$ cat config.mk
export PLATFORM = sky130hd
export DESIGN_NAME = fila_reader_flat
export DESIGN_NICKNAME = d
export VERILOG_FILES = /design/src/rtl/fila_reader_if.sv /design/src/rtl/fila_reader.sv /design/src/flat_wrapper.sv
export SDC_FILE = /design/constraint.sdc
export NUM_CORES = 1
export LEC_CHECK = 0
export CELL_PAD_IN_SITES_DETAIL_PLACEMENT = 1
export CELL_PAD_IN_SITES_GLOBAL_PLACEMENT = 1
export CORE_MARGIN = 2
export CORE_UTILIZATION = 30
export CTS_BUF_LIST = sky130_fd_sc_hd__clkbuf_4 sky130_fd_sc_hd__clkbuf_8
export DETAILED_ROUTE_END_ITERATION = 8
export GPL_ROUTABILITY_DRIVEN = 0
export PLACE_DENSITY_LB_ADDON = 0.1
export SYNTH_ARGS = -nofsm -noshare
export SYNTH_HDL_FRONTEND = slang
export SYNTH_SLANG_ARGS = --single-unit
$ cat constraint.sdc
create_clock -name clk_10KHz -period 1.65 [get_ports clk_10KHz]
set_input_delay 0.33 -clock clk_10KHz [delete_from_list [all_inputs] [get_ports clk_10KHz]]
set_output_delay 0.33 -clock clk_10KHz [all_outputs]
set_load 0.005 [all_outputs]
$ cat src/rtl/fila_reader_if.sv
// Downstream byte stream bundle for fila_reader.
// master drives data/valid, slave drives ready.
interface fila_reader_if #(
  parameter int DATA_W = 8
);
  logic [DATA_W-1:0] out_data;
  logic              out_valid;
  logic              out_ready;

  modport master (
    output out_data,
    output out_valid,
    input  out_ready
  );

  modport slave (
    input  out_data,
    input  out_valid,
    output out_ready
  );
endinterface

$ cat src/rtl/fila_reader.sv
// Read-side controller for the 8-entry byte queue.
// Optional drain counter: define FILA_READER_COUNT_EN.
module fila_reader #(
  parameter int DATA_W = 8,
  parameter int LEN_W  = 3,
  parameter int CNT_W  = 16
) (
  input  logic              clk_10KHz,
  input  logic              reset,
  input  logic              drain_en,
  input  logic              flush_in,
  input  logic [DATA_W-1:0] q_data_in,
  input  logic [LEN_W-1:0]  q_len_in,
  input  logic              q_enqueue_mon,
  output logic              q_dequeue_out,
  fila_reader_if.master     out_bus,
  output logic              busy_out,
`ifdef FILA_READER_COUNT_EN
  output logic [CNT_W-1:0]  drain_count_out,
`endif
  output logic              flushing_out
);

  localparam logic [2:0] IDLE   = 3'd0;
  localparam logic [2:0] DEQ    = 3'd1;
  localparam logic [2:0] CAPT   = 3'd2;
  localparam logic [2:0] SETTLE = 3'd3;
  localparam logic [2:0] OUT    = 3'd4;

  logic [2:0]        state;
  logic [DATA_W-1:0] data_q;
  logic              valid_q;
  logic              flushing_q;
  logic              has_data;
  logic              start;

  // An enqueue in flight would mask our dequeue, so wait it out.
  always_comb begin
    has_data = (q_len_in != '0);
    start    = has_data && !q_enqueue_mon
               && (flush_in || drain_en);
  end

  // Main read sequencer; flush reads skip the output stage.
  always_ff @(posedge clk_10KHz or posedge reset) begin
    if (reset) begin
      state      <= IDLE;
      data_q     <= '0;
      valid_q    <= 1'b0;
      flushing_q <= 1'b0;
    end else begin
      unique case (state)
        IDLE: begin
          if (start) begin
            state      <= DEQ;
            flushing_q <= flush_in;
          end else if (flushing_q
                       && (!flush_in || !has_data)) begin
            flushing_q <= 1'b0;
          end
        end
        DEQ: begin
          state <= CAPT;
        end
        CAPT: begin
          data_q <= q_data_in;
          state  <= SETTLE;
        end
        SETTLE: begin
          if (flushing_q) begin
            state      <= IDLE;
            flushing_q <= flush_in && has_data;
          end else begin
            state   <= OUT;
            valid_q <= 1'b1;
          end
        end
        OUT: begin
          if (out_bus.out_ready) begin
            valid_q <= 1'b0;
            state   <= IDLE;
          end
        end
        default: begin
          state <= IDLE;
        end
      endcase
    end
  end

  // Outputs decoded from the registered state.
  always_comb begin
    q_dequeue_out     = (state == DEQ);
    busy_out          = (state != IDLE);
    flushing_out      = flushing_q;
    out_bus.out_data  = data_q;
    out_bus.out_valid = valid_q;
  end

`ifdef FILA_READER_COUNT_EN
  logic [CNT_W-1:0] cnt_q;

  // Saturating count of every dequeue issued, flushes included.
  always_ff @(posedge clk_10KHz or posedge reset) begin
    if (reset) begin
      cnt_q <= '0;
    end else if (state == DEQ && cnt_q != '1) begin
      cnt_q <= cnt_q + CNT_W'(1);
    end
  end

  assign drain_count_out = cnt_q;
`else
  if (CNT_W < 1) begin : g_bad_cnt_w
    $error("CNT_W must be at least 1");
  end
`endif

endmodule

$ cat src/flat_wrapper.sv
// flat-port wrapper written by rule: the top's interface ports become plain ports
module fila_reader_flat 
#(
  parameter int DATA_W = 8,
  parameter int LEN_W  = 3,
  parameter int CNT_W  = 16
)
  (clk_10KHz, reset, drain_en, flush_in, q_data_in, q_len_in, q_enqueue_mon, q_dequeue_out, busy_out, flushing_out, out_bus_out_data, out_bus_out_valid, out_bus_out_ready);
  fila_reader_if #(.DATA_W(DATA_W)) out_bus_i ();
  input  logic clk_10KHz;
  input  logic reset;
  input  logic drain_en;
  input  logic flush_in;
  input  logic [DATA_W-1:0] q_data_in;
  input  logic [LEN_W-1:0] q_len_in;
  input  logic q_enqueue_mon;
  output logic q_dequeue_out;
  output logic busy_out;
  output logic flushing_out;
  output wire logic [$bits(out_bus_i.out_data)-1:0] out_bus_out_data;
  output wire logic [$bits(out_bus_i.out_valid)-1:0] out_bus_out_valid;
  input wire logic [$bits(out_bus_i.out_ready)-1:0] out_bus_out_ready;
  assign out_bus_out_data = out_bus_i.out_data;
  assign out_bus_out_valid = out_bus_i.out_valid;
  assign out_bus_i.out_ready = out_bus_out_ready;
  fila_reader #(.DATA_W(DATA_W), .LEN_W(LEN_W), .CNT_W(CNT_W)) u_core (.clk_10KHz(clk_10KHz), .reset(reset), .drain_en(drain_en), .flush_in(flush_in), .q_data_in(q_data_in), .q_len_in(q_len_in), .q_enqueue_mon(q_enqueue_mon), .q_dequeue_out(q_dequeue_out), .out_bus(out_bus_i), .busy_out(busy_out), .flushing_out(flushing_out));
endmodule
==> Word level (Yosys, flattened, before mapping) <==
Cells that the tools add are included.
{ "totals": {"regBits": 13, "latchBits": 0, "mem_bits_rw": 0, "mem_bits_ro": 0, "inputBits": 17, "wordCells": 40, "n_memories": 0} }
{ "op_classes": {"n_addsub": 0, "mul": 0, "div": 0, "magnitude_cmp": 0, "eq_ne": 8, "shifts": 0, "n_mux": 11, "bitwise_logic": 0, "reduce_logical": 17} }
{ "ops": {"columns": ["operator", "count"], "rows": [
  ["one-hot mux 3 bit (5 select lines)", 1],
  ["2-to-1 mux 3 bit", 3],
  ["equality test 3 x 2 -> 1 bit, second input constant", 2],
  ["nonzero test 3 bit", 2],
  ["2-to-1 mux 1 bit", 5],
  ["logical AND 1 bit", 4],
  ["inequality test 2 bit, second input constant", 2],
  ["one-hot mux 1 bit (2 select lines)", 2],
  ["AND reduction 2 bit", 2],
  ["nonzero test 2 bit", 2],
  ["equality test 3 x 1 -> 1 bit, second input constant", 1],
  ["equality test 3 bit, second input constant", 1],
  ["zero test 1 bit", 3],
  ["zero test 3 bit", 1],
  ["inequality test 3 x 1 -> 1 bit, second input constant", 1],
  ["AND reduction 3 bit", 1],
  ["logical OR 1 bit", 2],
  ["inequality test 2 x 1 -> 1 bit, second input constant", 1]
]} }

==> Longest topological paths before layout <==
{ "logic_depth": {"ltp_word": 7, "depth_mapped": 4} }

==> Least setup slack after synthesis <==
No wires, ideal clock.
{ "synth_timing": {"path_kind": "reg-to-reg", "from": "reg u_core.state[1]", "to": "reg u_core.flushing_q, in the netlist u_core.flushing_out", "setup_time_ps": 63, "arrival_time_ps": 1227, "setup_slack_ps": 359, "stages_incl_launch_ff": 5, "n_path_buf": 1, "period_less_slack_ps": 1291, "path_cell_list": "dfrtp_1 buf_6 or3_4 nor4b_2 o32a_2"} }
{ "synth_between": {"elab_chain_len": 3, "word_cells_on_any_way": 6} }
{ "synth_lines": {"columns": ["item", "line_no", "text"], "rows": [
  ["start: declaration", "fila_reader.sv:30", "logic [2:0] state;"],
  ["start signal: assignment", "fila_reader.sv:47", "state <= IDLE;"],
  ["start signal: assignment", "fila_reader.sv:55", "state <= DEQ;"],
  ["start signal: assignment", "fila_reader.sv:63", "state <= CAPT;"],
  ["zero test 3 bit / equality test 3 x 2 -> 1 bit (equally long branches)", "fila_reader.sv:52", "unique case (state)"],
  ["inequality test 3 x 1 -> 1 bit (no line) / nonzero test 2 bit (equally long branches)", null, null],
  ["AND reduction 2 bit (no line)", null, null],
  ["end signal: assignment", "fila_reader.sv:56", "flushing_q <= flush_in;"],
  ["end signal: assignment", "fila_reader.sv:72", "flushing_q <= flush_in && has_data;"],
  ["end: declaration", "fila_reader.sv:33", "logic flushing_q;"]
]} }
Parallel ways exist; a longest one is shown, timed or not.
A chain may end at the register's enable or synchronous reset.

==> Worst setup path in the final report <==
{ "layout_timing": {"from": "reg u_core.state[1]", "to": "out q_dequeue_out"} }
{ "layout_between": {"elab_chain_len": 1} }
{ "layout_lines": {"columns": ["item", "line_no", "text"], "rows": [
  ["equality test 3 x 1 -> 1 bit", "fila_reader.sv:93", "q_dequeue_out = (state == DEQ);"],
  ["end: declaration", "flat_wrapper.sv:17", "output logic q_dequeue_out;"]
]} }
No other way between the ends.

==> impl_metrics.toml <==
[outcome]
run_status = "completed"

[clocking]
cts_buffers = 3
cts-root-buf = "clkbuf_4"
clk_pin_slew_ns = 0.08
holdBufCountCts = 0
cts_max_level = 1
cts_buffer_depth = 2
clock_latency_ns = 0.29
clock-sinks = 13
cts_tree = "built"

[synth]
syn_area_um2 = 584
avgSynthCellArea_um2 = 13.0
ys_warn_count = 0
ys_seq_elements = 13
ys_types = 19
synth-seq-area-share_pct = 55.7
synth.net_count = 62
syn_inst = 45

[drt]
drt_wl_total_um = 1330
drcViolationCount = 0
vias = 488
wire_per_inst_um = 12.4
drt_iter0_markers = 2
drtPass1Iterations = 3
ant_nets = 0
avgViaCountPerCell = 4.56

[grt]
grtUsageMet3_pct = 6.67
grt_max_degree = 14
track_usage_pct = 13.6
grt_first_pass_wirelength_um = 1980
grt-ovfl-total = 0
grt_use_met1_pct = 14.1
top_usage_layer = "met2"
antenna_found_initial = 0
met2_usage_pct = 22.9
grt_pass1_vias = 466

[timing]
hold_viol_final = 0
rsz0062_at_grt = "no"
relSlewSlack_pct = 68.6
worstMarginPinSlew_ns = 0.470
finalClockSkew_ns = 0.0124
fmax_mhz = 642
fin_crit_sh_pct = 94.4
setup_viol = 0
finalMaxSlewViolations = 0
fin_crit_ns = 1.56
post-route-worst-setup-slack_ns = 0.0919
hold_ws_ns = 0.345

[worst_setup_path]
crit_path_end_kind = "output port"
rrSetupSlack_ns = 0.20
critPathRequiredTime_ns = 1.32
crit_arrival_ns = 1.23
cp-start-kind = "flop"
crit_fanout = 2
startpoint = "u_core.state[1]"
reg2reg_from = "u_core.state[2]"
worstSetupPathType = "flop to output port"
r2r_cells = 4
timing.rr.end = "u_core.out_bus.out_data[7]"

[placed_design]
port_buffers = 28
hpwl_um = 976
dp_slack_ns = 0.0504

[pwr]
ir_worst_vdd_v = 0.000833
p_per_area_mw_per_mm2 = 1740
leakagePower_nw = 0.406

[final_layout]
fill_cells = 186
final_common_cell = "clkdlybuf4s50_1"
drive_gt1_share_pct = 32.9
multi_input_comb_area_um2 = 234
mostFrequentLayoutCells = "clkdlybuf4s50_1 (26), dfrtp_1 (12), mux2_2 (8), buf_4 (7)"
diodes = 0
synthToLayoutAreaGrowth_pct = 63.8
regArea_um2 = 327
nets = 100

[floorplanning]
die_y_um = 48.1
die-area_mm2 = 0.00232
coreArea_mm2 = 0.00178
rows = 15
die_x_um = 48.1
initial_core_util_pct = 32.8
io_pins = 29

[job]
drv_cap = 0

[worst_hold_path]
hold_class = "primary input to async pin"
==> layout make-up <==
type | count | area share (%)
inverters | 2 | 0.784
clock buffers | 4 | 3.14
well taps | 25 | 3.27
multi-input cells | 28 | 24.4
flip-flops and latches | 13 | 34.1
repair buffers | 35 | 34.2
==> kinds of logic after synthesis <==
family / count (synthesis) / share of synthesized area (%)
and+or+nand+nor: 15 / 16.7
AOI/OAI and AO/OA: 4 / 5.57
xor gates and xnor gates: 1 / 1.50
muxes: 8 / 15.4
buffers and inverters: 4 / 5.14
DFF: 13 / 55.7
==> state kept, by name (all words and copies together), names as in the netlist <==
register,cells
u_core.out_bus.out_valid,1
u_core.state,3
u_core.flushing_out,1
u_core.out_bus.out_data,8
==> repair_timing <==
item / CTS / global route
setup buffers: 2 / 2
gates resized for setup: 5 / 2
cloned: 0 / 0
pin swaps: 1 / 0
endpoints found under the setup margin: 2 / 1
==> per-layer routing <==
layer	up-vias	wire [um]
li1	229	-
met1	239	527
met2	17	699
met3	3	85
met4	0	19
met5	-	0
==> through the flow <==
stage          TNS, ns  std cells  util, %  area (um2)  power [mW]
6_report             0        107     53.7         957        1.66
5_1_grt              0        107     53.7         957        1.79
4_1_cts        -0.0159        105     53.1         946        1.66
3_5_place_dp         0         99     50.2         896        1.41
3_3_place_gp         0         99     50.2         896        1.39
2_1_floorplan        0         45        -         584        1.01
==> critical path: stages (launching register included) <==
cell and delay (ns):
dfrtp_1 0.40, buf_4 0.15, nor3b_2 0.17, clkdlybuf4s15_1 0.23
==> where the power goes <==
group	internal [mW]	leakage (nW)	switching, mW
Sequential	0.479	0.158	0.0848
Combinational	0.583	0.230	0.298
Clock	0.110	0.0184	0.107
Total	1.17	0.406	0.490
==> cell usage after synthesis <==
cell type	number	area, um2
dfrtp_1	13	325
nor4b_2	1	15.0
nand3b_1	1	7.51
mux2_2	8	90.1
o41ai_1	1	8.76
nand2_1	1	3.75
inv_1	2	7.51
nor3b_1	2	15.0
o21a_1	1	7.51
nor3_1	2	10.0
o32a_2	1	11.3
nor2b_1	1	6.26
xor2_1	1	8.76
and2_2	1	7.51
or2_2	1	6.26
a21oi_1	1	5.00
or3_4	1	11.3
nor2_1	4	15.0
buf_6	2	22.5
==> worst max path at each step <==
stage	slack [ns]	cells past startpoint	endpoint
after floorplan	0.36	4	u_core.flushing_out
after global placement	0.07	2	busy_out
after detailed placement	0.05	2	busy_out
after CTS	-0.02	2	busy_out
after global routing	0.02	3	q_dequeue_out
final	0.09	3	q_dequeue_out
(Power assumes the default switching activity.)
==> edit (same flow settings) <==
`DATA_W` is set to 8 in 3 places; all go to 6.
--- a/src/rtl/fila_reader_if.sv
+++ b/src/rtl/fila_reader_if.sv
@@ -2,5 +2,5 @@
 // master drives data/valid, slave drives ready.
 interface fila_reader_if #(
-  parameter int DATA_W = 8
+  parameter int DATA_W = 6
 );
   logic [DATA_W-1:0] out_data;
--- a/src/rtl/fila_reader.sv
+++ b/src/rtl/fila_reader.sv
@@ -2,5 +2,5 @@
 // Optional drain counter: define FILA_READER_COUNT_EN.
 module fila_reader #(
-  parameter int DATA_W = 8,
+  parameter int DATA_W = 6,
   parameter int LEN_W  = 3,
   parameter int CNT_W  = 16
--- a/src/flat_wrapper.sv
+++ b/src/flat_wrapper.sv
@@ -2,5 +2,5 @@
 module fila_reader_flat 
 #(
-  parameter int DATA_W = 8,
+  parameter int DATA_W = 6,
   parameter int LEN_W  = 3,
   parameter int CNT_W  = 16
Interface: changed (resized out_bus_out_data and q_data_in); port bits go from 29 to 25. The function was not compared with the original's and may differ.
==> edit against the original RTL <==
Die area is 13% lower. Worst setup slack worse by 0.013 ns. Combinational power down 14%. Area after synthesis fell by 15%. Wire length is 9.0% lower. Power shrank 13%. Non-clock buffer count is 7 lower. Sequential cell count fell by 2. Sequential share of layout area hardly changed. Register-to-register slack got worse by 0.04 ns. Design area is 16% lower. Synthesized cell count down 11%. Global-route usage is 0.57 points higher. First-iteration DRC count fell by 50%.
==> edit: results (changes against the original RTL) <==
- The met1 usage in global routing is 0.178 (was 0.141).
- The fraction of final layout cells sized beyond drive strength 1 is 0.296 (was 0.329).
- The global routing usage on met3 is 0.0560 (was 0.0667).
- The leakage power of the design is 0.349 nW (was 0.406 nW).
- The final layout net count is 87 (was 100).
- The worst-path cell with the longest stage delay is sky130_fd_sc_hd__or3_4 (was sky130_fd_sc_hd__dfrtp_1).
- The total met2 wirelength after detailed routing was 588 um (was 699 um).
- The switching power total is 0.423 mW (was 0.490 mW).
- The pin count of the biggest net entering global routing is 12 (was 14).
- The number of buffer cells added on primary ports was 24 (was 28).
- Result of the run: complete, no violations (unchanged).
- The total iterations of the first detailed-routing run came to 4 (was 3).
- The post-synthesis sequential area ratio was 0.551 (was 0.557).
- The average wire length per cell after detail routing is 13.9 um (was 12.4 um).
- The slew of the pin with the lowest slew margin is 0.417 ns (was 0.470 ns).
- The total routing usage reported by global routing was 0.142 (was 0.136).
- The first-pass GRT wire length was 1960 um (was 1980 um).
- The via count came to 423 (was 488).
- The number of flip-flops under the largest register name is 6 (was 8).
- The uppermost metal layer occupied by signal nets is met3 (was met4).
- The capture instance of the worst register-to-register path is u_core.state[2] (was u_core.out_bus.out_data[7]).
- The clock latency on the worst-skew pair was 0.27 ns (was 0.29 ns).
- The maximum clock skew at final layout is 0.00180 ns (was 0.0124 ns).
- Leading post-synthesis cells by instance count: sky130_fd_sc_hd__dfrtp_1, sky130_fd_sc_hd__mux2_2, sky130_fd_sc_hd__nor2_1, sky130_fd_sc_hd__nor3_1, sky130_fd_sc_hd__or2b_1 (was sky130_fd_sc_hd__dfrtp_1, sky130_fd_sc_hd__mux2_2, sky130_fd_sc_hd__nor2_1).
- The peak supply drop is 0.815 mV (was 0.833 mV).
- The violation count after the first detailed-routing iteration was 1 (was 2).
- The met2 capacity usage during global routing is 0.212 (was 0.229).
- Dominant cells by area after synthesis: sky130_fd_sc_hd__dfrtp_1, sky130_fd_sc_hd__mux2_2, sky130_fd_sc_hd__nor3_1 (was sky130_fd_sc_hd__dfrtp_1, sky130_fd_sc_hd__mux2_2, sky130_fd_sc_hd__buf_6).
[edit: how the worst max path moves through the flow]
stage | end | slack [ns] | depth (start not counted)
2_1_floorplan | u_core.out_bus.out_data[0] | 0.43 | 4
4_1_cts | q_dequeue_out | -0.03 | 4
3_5_place_dp | q_dequeue_out | 0.07 | 3
3_3_place_gp | q_dequeue_out | 0.1 | 3
6_report | busy_out | 0.08 | 2
5_1_grt | busy_out | 0.02 | 2
[edit: stage by stage]
step	std cells	hold slack [ns]
floorplan	40	0.182
global placement	82	0.490
detailed placement	82	0.495
CTS	87	0.358
global route	87	0.405
finish	87	0.357
[edit: timing repair]
item | CTS | global route
hold endpoints to repair | 0 | 0
endpoints found under the setup margin | 2 | 7
setup buffers | 1 | 0
gates resized for setup | 3 | 4
gates cloned | 0 | 0
[edit: kinds of logic (layout without fill, tap and decap cells)]
kind of cell,count (synthesis),after routing,synth area share
mux,6,6,0.135
simple gates,14,14,0.173
compound gates,6,6,0.0927
buf+inv,2,33,0.0301
flops,11,11,0.551
xor+xnor,1,1,0.0175
[edit: critical path: cells and delay by family (launching register included)]
family	cells	cell delay, ns
buffers and inverters	1	0.21
AND/OR/NAND/NOR	1	0.39
flip-flops	1	0.38
[edit: power by group through the flow]
stage | registers (mW) | logic (mW) | clock network (mW)
after floorplan | 0.512 | 0.349 | 0
after global placement | 0.479 | 0.758 | 0
after detailed placement | 0.488 | 0.765 | 0
after CTS | 0.479 | 0.772 | 0.215
after global routing | 0.495 | 0.831 | 0.225
final | 0.477 | 0.762 | 0.200
[edit: area by class of cell]
type                       instances  area, um2
sequential                        11        275
tap                               16       20.0
clock buffer                       4       30.0
fill                             167        734
multi-input combinational         27        213
timing repair buffer              28        265
inverter                           1       3.75
